[src/rtl/daq_pkg.sv]
// Shared definitions for the paged DAQ event buffer: page-size encodings,
// pointer width, default busy thresholds and the page-count mask helper.
package daq_pkg;

    localparam int unsigned LOG2_BUFCOUNT = 6;

    localparam logic [1:0] PS_512  = 2'd0;
    localparam logic [1:0] PS_1024 = 2'd1;
    localparam logic [1:0] PS_2048 = 2'd2;

    localparam logic [LOG2_BUFCOUNT-1:0] BUSY_ON_DEF  = 6'd50;
    localparam logic [LOG2_BUFCOUNT-1:0] BUSY_OFF_DEF = 6'd20;

    // Mask equals npages-1; encodings 2 and 3 both select 2048-word pages.
    function automatic logic [LOG2_BUFCOUNT-1:0] npages_mask(input logic [1:0] page_size);
        logic [LOG2_BUFCOUNT-1:0] mask;
        mask = 6'h0F;
        case (page_size)
            PS_512:  mask = 6'h3F;
            PS_1024: mask = 6'h1F;
            default: mask = 6'h0F;
        endcase
        return mask;
    endfunction

endpackage

[src/rtl/daq_page_ptr.sv]
// Masked modulo page pointer: advances on request unless blocked, and reports
// both its next value and whether the request was refused.
module daq_page_ptr #(
    parameter int unsigned W = 6
) (
    input  logic         clk,
    input  logic         reset,
    input  logic [W-1:0] mask,
    input  logic         advance,
    input  logic         blocked,
    output logic [W-1:0] ptr,
    output logic [W-1:0] ptr_next,
    output logic         refused
);

    logic [W-1:0] ptr_q;

    always_comb begin
        ptr_next = ptr_q;
        refused  = 1'b0;
        if (advance) begin
            if (blocked) begin
                refused = 1'b1;
            end else begin
                // Upper bits beyond the page count are forced to zero by the mask.
                ptr_next = (ptr_q + W'(1)) & mask;
            end
        end
    end

    always_ff @(posedge clk) begin
        if (reset) begin
            ptr_q <= '0;
        end else begin
            ptr_q <= ptr_next;
        end
    end

    assign ptr = ptr_q;

endmodule

[src/rtl/daq_page_scheduler.sv]
// Page scheduler for the paged DAQ event buffer: write/read page pointers,
// occupancy, full/empty, busy hysteresis, drop counting and underflow flag.
module daq_page_scheduler
    import daq_pkg::*;
#(
    parameter int unsigned DROP_CNT_W = 16
) (
    input  logic                     clk,
    input  logic                     reset,
    input  logic [1:0]               page_size,
    input  logic                     commit,
    input  logic                     page_release,
    input  logic [LOG2_BUFCOUNT-1:0] busy_on,
    input  logic [LOG2_BUFCOUNT-1:0] busy_off,
    output logic [LOG2_BUFCOUNT-1:0] w_buf_id,
    output logic [LOG2_BUFCOUNT-1:0] r_buf_id,
    output logic [LOG2_BUFCOUNT-1:0] nevents,
    output logic                     empty,
    output logic                     full,
    output logic                     busy,
    output logic [DROP_CNT_W-1:0]    drop_count,
    output logic                     underflow
);

    logic [1:0]               page_size_r;
    logic [LOG2_BUFCOUNT-1:0] mask;
    logic [LOG2_BUFCOUNT-1:0] w_next;
    logic [LOG2_BUFCOUNT-1:0] r_next;
    logic [LOG2_BUFCOUNT-1:0] nevents_d;
    logic                     commit_refused;
    logic                     release_refused;
    logic                     busy_d;

    assign mask = npages_mask(page_size_r);

    daq_page_ptr #(
        .W (LOG2_BUFCOUNT)
    ) u_wr_ptr (
        .clk      (clk),
        .reset    (reset),
        .mask     (mask),
        .advance  (commit),
        .blocked  (full),
        .ptr      (w_buf_id),
        .ptr_next (w_next),
        .refused  (commit_refused)
    );

    daq_page_ptr #(
        .W (LOG2_BUFCOUNT)
    ) u_rd_ptr (
        .clk      (clk),
        .reset    (reset),
        .mask     (mask),
        .advance  (page_release),
        .blocked  (empty),
        .ptr      (r_buf_id),
        .ptr_next (r_next),
        .refused  (release_refused)
    );

    // Status tracks the next-state pointers so it lines up with the new ids.
    assign nevents_d = (w_next - r_next) & mask;

    // Clear rule first so overlapping thresholds resolve to not-busy.
    always_comb begin
        busy_d = busy;
        if (empty || (nevents <= busy_off)) begin
            busy_d = 1'b0;
        end else if (full || (nevents >= busy_on)) begin
            busy_d = 1'b1;
        end
    end

    always_ff @(posedge clk) begin
        if (reset) begin
            page_size_r <= page_size;
            nevents     <= '0;
            empty       <= 1'b1;
            full        <= 1'b0;
            busy        <= 1'b0;
            drop_count  <= '0;
            underflow   <= 1'b0;
        end else begin
            nevents <= nevents_d;
            empty   <= (nevents_d == '0);
            full    <= (nevents_d == mask);
            busy    <= busy_d;
            if (commit_refused && (drop_count != {DROP_CNT_W{1'b1}})) begin
                drop_count <= drop_count + DROP_CNT_W'(1);
            end
            if (release_refused) begin
                underflow <= 1'b1;
            end
        end
    end

endmodule

[config.mk]
export PLATFORM = sky130hd
export DESIGN_NAME = daq_page_scheduler
export DESIGN_NICKNAME = d
export VERILOG_FILES = /design/src/rtl/daq_pkg.sv /design/src/rtl/daq_page_ptr.sv /design/src/rtl/daq_page_scheduler.sv
export SDC_FILE = /design/constraint.sdc
export NUM_CORES = 1
export LEC_CHECK = 0
export ABC_CLOCK_PERIOD_IN_PS = 3000
export BUFFER_PORTS_ARGS = -buffer_cell sky130_fd_sc_hd__buf_2
export CORE_MARGIN = 2
export CORE_UTILIZATION = 54
export DETAILED_ROUTE_END_ITERATION = 6
export HOLD_SLACK_MARGIN = 0.02
export PLACE_DENSITY = 0.8
export SLEW_MARGIN = 10
export SYNTH_ARGS = -nofsm -noshare
export SYNTH_HDL_FRONTEND = slang
export SYNTH_HIERARCHICAL = 1
export SYNTH_SLANG_ARGS = --single-unit
[constraint.sdc]
create_clock -name clk -period 3 [get_ports clk]
set_input_delay 0.15 -clock clk [delete_from_list [all_inputs] [get_ports clk]]
set_output_delay 0.15 -clock clk [all_outputs]
set_load 0.005 [all_outputs]
; After elaboration in Yosys (flattened, before gate mapping)
; Index checks and enable logic that the tools add are counted.
[classes]
addsub = 4
magnitude_cmp = 2
n_eq_ne = 3
mux = 9
bitwise_logic = 3
n_reduce_logical = 6
[op_table]
columns = cell, count
row1 = 6-bit 2-to-1 mux, 4
row2 = 6-bit AND, 3
row3 = 16-bit by 1-bit adder with 16-bit output (second input constant), 1
row4 = 16-bit inequality test (second input constant), 1
row5 = 6-bit by 1-bit adder with 6-bit output (second input constant), 2
row6 = 6-bit one-hot mux with 2 select lines, 1
row7 = 6-bit == test, 1
row8 = 6-bit >= comparator, 1
row9 = 6-bit <= comparator, 1
row10 = 6-bit zero test, 1
row11 = 6-bit subtractor, 1
row12 = 1-bit 2-to-1 mux, 4
row13 = 2-bit by 1-bit == test with 1-bit output (second input constant), 1
row14 = 2-bit zero test, 1
row15 = 1-bit logical OR, 2
row16 = 2-bit OR reduction, 1
row17 = 1-bit logical AND, 1
[word_totals]
reg_bits = 40
inputBits = 18
output_inout_bits = 38
wordCells = 36

; Logic depth before layout (Yosys ltp)
; Gate-level depths: netlist (run 1).
[depth]
depth_word = 8
ltp_mapped = 12
depth_no_buf = 12

; By module
; Netlist (run 1), hierarchy kept.
[by_module_without_submodules]
columns = mod, instances, cells_per_inst, area_per_inst_um2, seq_area_each_um2
row1 = daq_page_scheduler, 1, 198, 1691.6, 580.6
row2 = daq_page_ptr, 2, 47, 366.6, 120.1

; Least setup slack after synthesis (run 1)
; Ideal clock, no wire load.
[synth_path]
kind = flip-flop to flip-flop
from = register page_size_r[1]
to = register full
t_arrival_ps = 2286
required_time_ps = 2941
setup_slack_ps = 655
stages_incl_launch_ff = 10
path_buffers = 0
synth_period_minus_slack_ps = 2345
path_cell_list = edfxtp_1 nor2_1 nand2b_1 or4_4 nand2_1 xnor2_1 mux2_2 a2111oi_0 nand4_1 nand2_1
[synth_between]
elab_chain_len = 8
elab_cells_between_ends = 12
classes_between = 1 x add/sub / 2 x eq/ne / 5 x mux / 3 x bitwise / 1 x reduce/logical
[synth_rtl]
columns = element, line_no
row1 = start: declaration, daq_page_scheduler.sv:25  ; logic [1:0] page_size_r;
row2 = start signal: assignment, daq_page_scheduler.sv:77  ; page_size_r <= page_size;
row3 = 2-bit by 1-bit == test with 1-bit output or 2-bit zero test (tied branches), daq_pkg.sv:18  ; case (page_size)
row4 = 6-bit one-hot mux with 2 select lines (*), daq_pkg.sv:18
row5 = named net mask[5], daq_page_scheduler.sv:26  ; logic [LOG2_BUFCOUNT-1:0] mask;
row6 = 6-bit AND (*), daq_page_ptr.sv:26  ; ptr_next = (ptr_q + W'(1)) & mask;
row7 = 6-bit 2-to-1 mux (*), daq_page_ptr.sv:22  ; if (blocked) begin
row8 = 6-bit 2-to-1 mux (*), daq_page_ptr.sv:21  ; if (advance) begin
row9 = named net r_next[5], daq_page_scheduler.sv:28  ; logic [LOG2_BUFCOUNT-1:0] r_next;
row10 = 6-bit subtractor (*), daq_page_scheduler.sv:63  ; assign nevents_d = (w_next - r_next) & mask;
row11 = 6-bit AND (*), daq_page_scheduler.sv:63
row12 = 6-bit == test (*), daq_page_scheduler.sv:87  ; full <= (nevents_d == mask);
row13 = end signal: assignment, daq_page_scheduler.sv:87
row14 = end: declaration, daq_page_scheduler.sv:19  ; output logic full,
; Mark *: on every way through the listed nets, which the timed path passes. The rest lies on a longest branch.
; A chain may end at the register's enable or synchronous reset.

; Worst setup path in the final report (run 1)
[layout_path]
from = register page_size_r[0]
to = register full
[layout_between]
elab_chain_len = 8
elab_cells_between_ends = 12
classes_between = 1 x add/sub / 2 x eq/ne / 5 x mux / 3 x bitwise / 1 x reduce/logical
[layout_rtl]
columns = element, line_no
row1 = 2-bit by 1-bit == test with 1-bit output or 2-bit zero test (tied branches), daq_pkg.sv:18
row2 = 6-bit one-hot mux with 2 select lines (*), daq_pkg.sv:18
row3 = named net mask[5], daq_page_scheduler.sv:26
row4 = 6-bit AND (*), daq_page_ptr.sv:26
row5 = 6-bit 2-to-1 mux (*), daq_page_ptr.sv:22
row6 = 6-bit 2-to-1 mux (*), daq_page_ptr.sv:21
row7 = named net w_next[5], daq_page_scheduler.sv:27  ; logic [LOG2_BUFCOUNT-1:0] w_next;
row8 = 6-bit subtractor (*), daq_page_scheduler.sv:63
row9 = 6-bit AND (*), daq_page_scheduler.sv:63
row10 = 6-bit == test (*), daq_page_scheduler.sv:87
; Marks and branches as above.

==> results.sh, run 1 <==
export IMPL_overflow=0
export IMPL_synth_cell_type_count=47
export IMPL_wl_per_cell_um=12.3
export IMPL_drcViolationCount=0
export IMPL_dpl_cell_count=405
export IMPL_power_mw=1.11
export IMPL_ys_flop_type="dfxtp_1"
export IMPL_die_y_um=71.0
export IMPL_multiInputGateArea_um2=1520
export IMPL_layout_min_cycle_time_ns=2.59
export IMPL_hold_viol=0
export IMPL_ctsResizeCount=0
export IMPL_place_gp_congestion=0.950
export IMPL_hp_class="input port to register"
export IMPL_synth_seq_area_share_pct=33.8
export IMPL_synth_most_common_cell="dfxtp_1"
export IMPL_synthAdderAreaFrac_pct=11.1
export IMPL_max_slew_margin_pct=49.9
export IMPL_startpoint_type="register"
export IMPL_cts_made_buffers=5
export IMPL_postCtsHoldBufs=0
export IMPL_end_kind="register"
export IMPL_status="finished clean"
export IMPL_cts_buffer_depth=2
export IMPL_grt_pass1_vias=1925
export IMPL_fmax_ghz=0.387
export IMPL_postCtsSetupRepairBufs=0
export IMPL_synth_warnings=6
export IMPL_skew_ns=0.00604
export IMPL_drv_cap=0
export IMPL_via_count=2288
export IMPL_regArea_um2=821
export IMPL_ant_nets=0
export IMPL_die_w_um=71.0
export IMPL_clk_latency_ns=0.30
export IMPL_grt_total_usage_pct=20.8
export IMPL_arrival_ns=2.83
export IMPL_n_antenna_cell=0
export IMPL_cp_data_required_time_ns=3.24
export IMPL_coreArea_um2=4350
export IMPL_dr_pass1_iters=4
export IMPL_nNetsFinal=399
export IMPL_yosysTopAreaCell="dfxtp_1"
export IMPL_async_flop_share_pct=0
export IMPL_syn_inst=292
export IMPL_synthTopCellsByArea="dfxtp_1, ha_1, a21oi_1, inv_1, nand3_1"
export IMPL_muxShareOfSynthArea_pct=0.877
export IMPL_path_max_fanout=6
export IMPL_synthTopCellsByCount="dfxtp_1, inv_1, nand2_1"
export IMPL_syn_to_final_growth_pct=18.5
export IMPL_rows=24
export IMPL_pre_cts_slack_ns=0.446
export IMPL_drt_initial_drc_count=89
export IMPL_hold_ws_ns=0.0414
export IMPL_dp_hpwl_mm=3.90
export IMPL_synth_enable_flop_cells=2
export IMPL_synth_top_family_by_area="simple AND/OR/NAND/NOR gates"
export IMPL_p_leak_nw=1.37
export IMPL_synthDominantCellAreaShare_pct=31.4
export IMPL_synth_compound_area_share_pct=12.6
export IMPL_syn_area_um2=2420
export IMPL_vdd_drop_max_v=0.000263
export IMPL_path_class="register to register"
export IMPL_worst_slack_ns=0.413
export IMPL_antenna_found_initial=0
export IMPL_synth_simple_gate_area_share_pct=30.8
export IMPL_setup_viol=0
export IMPL_synthXorXnorAreaFrac_pct=5.42
export IMPL_wl_mm=5.09
export IMPL_die_area_um2=5040
export IMPL_path_clk_slew_ns=0.07
export IMPL_cts_tree="built"
export IMPL_grt_setup_unrepaired="false"
export IMPL_detail_route_vias_per_cell=5.54
export IMPL_max_slew_worst_pin_slew_ns=0.751
export IMPL_setup_tns_ns=0
export IMPL_drive_gt1_share_pct=19.1
export IMPL_finalMaxSlewViolations=0
export IMPL_clock_sinks=40
export IMPL_grt_max_degree=45
export IMPL_io_pins=56
export IMPL_fillCellCount=368
export IMPL_h_tree_depth=2
export IMPL_period_share_pct=86.2
export IMPL_grt_pass1_wl_mm=8.51
export IMPL_io_buffers=55
export IMPL_ys_seq_elements=40
export IMPL_initial_core_util_pct=55.7
export IMPL_cts_root_buffer="clkbuf_8"
export IMPL_power_density_nw_per_um2=385
export IMPL_fin_cells=413
export IMPL_syn_area_per_cell_um2=8.30
## logic make-up after synthesis
group / after synthesis
AND/OR/NAND/NOR: 131
AO/OA/AOI/OAI: 51
flip-flops: 40
buffers and inverters: 31
adder cells (fa/ha/maj): 21
XOR/XNOR: 15
multiplexers: 2
other: 1
## path summary, 6_finish.rpt
kind,start,end,slack [ns],depth (start not counted)
worst max register to register,page_size_r[0],full,0.41,9
worst min-delay path,page_size[1],page_size_r[1],0.04,1
worst min register to register,underflow,underflow,0.49,2
worst max-delay path,page_size_r[0],full,0.41,9
## through the flow
step | utilization, % | instance area, µm²
after floorplan | - | 2470
after global placement | 63.8 | 2780
after global routing | 66.0 | 2870
after detailed placement | 63.8 | 2780
after CTS | 66.0 | 2870
final | 66.0 | 2870
## flip-flops by register name, indices dropped and copies added, names as in the netlist, 2 cells and up
| register | count |
|---|---|
| nevents | 6 |
| u_rd_ptr/ptr | 6 |
| drop_count | 16 |
| u_wr_ptr/ptr | 6 |
| page_size_r | 2 |
## where the power goes
| part | switching [mW] | leakage (nW) | total [mW] | internal [mW] |
|---|---|---|---|---|
| Clock | 0.181 | 0.0445 | 0.368 | 0.187 |
| Sequential | 0.0182 | 0.327 | 0.571 | 0.553 |
| Combinational | 0.0891 | 0.996 | 0.168 | 0.0786 |
| Total | 0.289 | 1.37 | 1.11 | 0.818 |
## final cells by class
cell class	count	share of cell area, %
Timing Repair Buffer	55	9.58
Tap cell	52	2.26
Inverter	26	3.40
Clock inverter	1	0.261
Clock buffer	7	3.01
Sequential cell	40	28.6
Multi-Input combinational cell	232	52.9
## placed cells by master (no fill, tap or decap), types with 7 or more instances in the layout
cell      instances
a21oi_1          20
nand3_1          18
and3_1            7
nand2b_1          7
inv_1            26
nand2_1          23
buf_2            55
nor2b_1           9
nand4_1           9
nor2_1           21
xor2_1           10
o21ai_0          10
ha_1             20
dfxtp_1          38
conb_1           12
## routing by layer
| metal | wire (µm) | GRT usage [%] |
|---|---|---|
| met1 | 2410 | 27.9 |
| met2 | 2290 | 32.8 |
| met3 | 286 | 4.70 |
| met4 | 92 | 7.76 |
| met5 | 0 | 0 |
## worst max-delay path, stage by stage (launching register included)
cell and delay (ns):
edfxtp_1 0.45, nor2_1 0.28, nand2b_1 0.09, or4_4 0.42, nand2_1 0.09, xnor2_1 0.20, mux2_2 0.38, a2111oi_0 0.39
nand4_1 0.14, nand2_1 0.07
Power figures use the tool's default switching activity.
==> run 2, diff against run 1 <==
--- a/config.mk
+++ b/config.mk
@@ -8,10 +8,10 @@
 export ABC_CLOCK_PERIOD_IN_PS = 3000
 export BUFFER_PORTS_ARGS = -buffer_cell sky130_fd_sc_hd__buf_2
 export CORE_MARGIN = 2
-export CORE_UTILIZATION = 54
+export CORE_UTILIZATION = 45
 export DETAILED_ROUTE_END_ITERATION = 6
 export HOLD_SLACK_MARGIN = 0.02
-export PLACE_DENSITY = 0.8
+export PLACE_DENSITY = 0.69
 export SLEW_MARGIN = 10
 export SYNTH_ARGS = -nofsm -noshare
 export SYNTH_HDL_FRONTEND = slang
==> run 2 against run 1 <==
Compared with the run above:
- combinational power hardly changed
- largest power group unchanged
- sequential power hardly changed
- cell count is 4.6% higher
- first-iteration DRC count is 17% lower
- die area is 19% higher
- routed wire length is 6.8% higher
- clock skew is 0.0011 ns higher
==> results.sh, run 2 (synthesized netlist as in run 1, its figures left out) <==
export IMPL_status="finished clean"
export IMPL_arrival_ns=2.86
export IMPL_max_slew_worst_pin_slew_ns=0.779
export IMPL_overflow=0
export IMPL_rows=26
export IMPL_p_leak_nw=1.39
export IMPL_hold_depth=1
export IMPL_r2r_start="page_size_r[0]"
export IMPL_cts_tree="built"
export IMPL_power_density_nw_per_um2=415
export IMPL_path_clk_slew_ns=0.08
export IMPL_drv_cap=0
export IMPL_n_antenna_cell=0
export IMPL_largest_reg_flops=16
export IMPL_hold_ws_ns=0.0334
export IMPL_cp_num_cells=9
export IMPL_finalMaxSlewViolations=0
export IMPL_mostFrequentLayoutCells="buf_2, dfxtp_1, inv_1"
export IMPL_worst_slack_ns=0.374
export IMPL_cts_root_buffer="clkbuf_8"
export IMPL_die_w_um=77.4
export IMPL_crit_path_start="page_size_r[0]"
export IMPL_crit_family="simple AND/OR/NAND/NOR gates"
export IMPL_grt_pass1_vias=1978
export IMPL_pre_cts_slack_ns=0.420
export IMPL_path_class="register to register"
export IMPL_grt_total_usage_pct=18.5
export IMPL_io_pins=56
export IMPL_dr_pass1_iters=4
export IMPL_cpMaxStageDelayCell="edfxtp_1"
export IMPL_max_slew_margin_pct=48.1
export IMPL_drive_gt1_share_pct=19.3
export IMPL_hold_viol=0
export IMPL_antenna_found_initial=0
export IMPL_vdd_drop_max_v=0.000291
export IMPL_final_common_cell="buf_2"
export IMPL_place_gp_congestion=0.910
export IMPL_startpoint_type="register"
export IMPL_drcViolationCount=0
export IMPL_nNetsFinal=400
export IMPL_fillCellCount=509
export IMPL_via_count=2257
export IMPL_regMostFlops="drop_count"
export IMPL_path_max_fanout=6
export IMPL_setup_viol=0
export IMPL_initial_core_util_pct=47.2
export IMPL_skew_ns=0.00717
export IMPL_crit_top_cell="nand2_1"
export IMPL_clk_latency_ns=0.29
export IMPL_syn_to_final_growth_pct=21.2
export IMPL_period_share_pct=87.5
export IMPL_end_kind="register"
export IMPL_die_y_um=77.4
export IMPL_h_tree_depth=2
export IMPL_layout_min_cycle_time_ns=2.63
export IMPL_die_area_um2=5990
export IMPL_wl_mm=5.43
export IMPL_cts_made_buffers=5
export IMPL_grt_pass1_wl_mm=9.04
export IMPL_path_buf_inv=0
export IMPL_io_buffers=55
export IMPL_cp_data_required_time_ns=3.23
export IMPL_coreArea_um2=5140
export IMPL_fmax_ghz=0.381
export IMPL_hp_start="page_size[1]"
export IMPL_ant_nets=0
export IMPL_drt_initial_drc_count=74
export IMPL_path_cells="nor2_1, nand2b_1, or4_4, nand2_1, xnor2_1, mux2_2, a2111oi_0, nand4_1, nand2_1"
export IMPL_slowest_delay_ns=0.46
export IMPL_cts_buffer_depth=2
export IMPL_dp_hpwl_mm=4.11
export IMPL_clock_sinks=40
export IMPL_grt_setup_unrepaired="false"
export IMPL_hp_class="input port to register"
export IMPL_r2r_cells=9
export IMPL_wl_per_cell_um=12.6
export IMPL_grt_max_degree=45
export IMPL_detail_route_vias_per_cell=5.22
export IMPL_setup_tns_ns=0
[run 2: changes by cell type in the layout (fill, tap and decap cells not counted)]
cell and change:
clkbuf_8 +1, bufinv_16 +1, clkinvlp_4 -1, clkbuf_1 -1
dlygate4sd3_1 +1
[run 2: area by class of cell]
type / instances / area [µm²] / area share, %
clock buffers: 7 / 96.3 / 3.28
flip-flops and latches: 40 / 821 / 27.9
repair buffers: 56 / 285 / 9.71
clock inverters: 1 / 30.0 / 1.02
well taps: 70 / 87.6 / 2.98
multi-input cells: 232 / 1520 / 51.7
inverters: 26 / 97.6 / 3.32
[run 2: per-layer routing]
metal / part of all wire [%] / wire length [µm] / track usage, % / vias up
li1: - / - / - / 1173
met1: 49 / 2670 / 23.9 / 1018
met2: 45 / 2450 / 30.3 / 57
met3: 4.3 / 234 / 3.60 / 9
met4: 1.5 / 79 / 7.14 / 0
met5: 0 / 0 / 0 / -
[run 2: path summary, 6_finish.rpt]
path	slack, ns	to
max	0.37	full
min	0.03	page_size_r[1]
max reg2reg	0.37	full
min reg2reg	0.49	underflow
[run 2: power breakdown]
part | leakage (nW) | switching, mW | internal, mW
sequential | 0.327 | 0.0189 | 0.552
clock | 0.0645 | 0.187 | 0.294
combinational | 1.00 | 0.0897 | 0.0789
total | 1.39 | 0.295 | 0.925
[run 2: metrics by stage]
step | cells | area [µm²] | power [mW] | utilization, %
after floorplan | 303 | 2470 | 0.692 | -
after global placement | 423 | 2800 | 0.749 | 54.5
after detailed placement | 423 | 2800 | 0.751 | 54.5
after CTS | 431 | 2930 | 1.23 | 57.0
after global routing | 432 | 2940 | 1.28 | 57.2
final | 432 | 2940 | 1.22 | 57.2
[run 2: timing repair]
action	4_1_cts	5_1_grt
setup buffers	0	0
endpoints found under the hold margin	0	1
hold buffers	0	1
gates resized for setup	0	0
[run 2: worst reg2reg max path: cells and delay by family, from the launching register on]
kind,cells,cell delay (ns)
XOR/XNOR,1,0.21
flip-flops,1,0.46
AND/OR/NAND/NOR,6,1.16
AO/OA/AOI/OAI,1,0.37
multiplexers,1,0.38
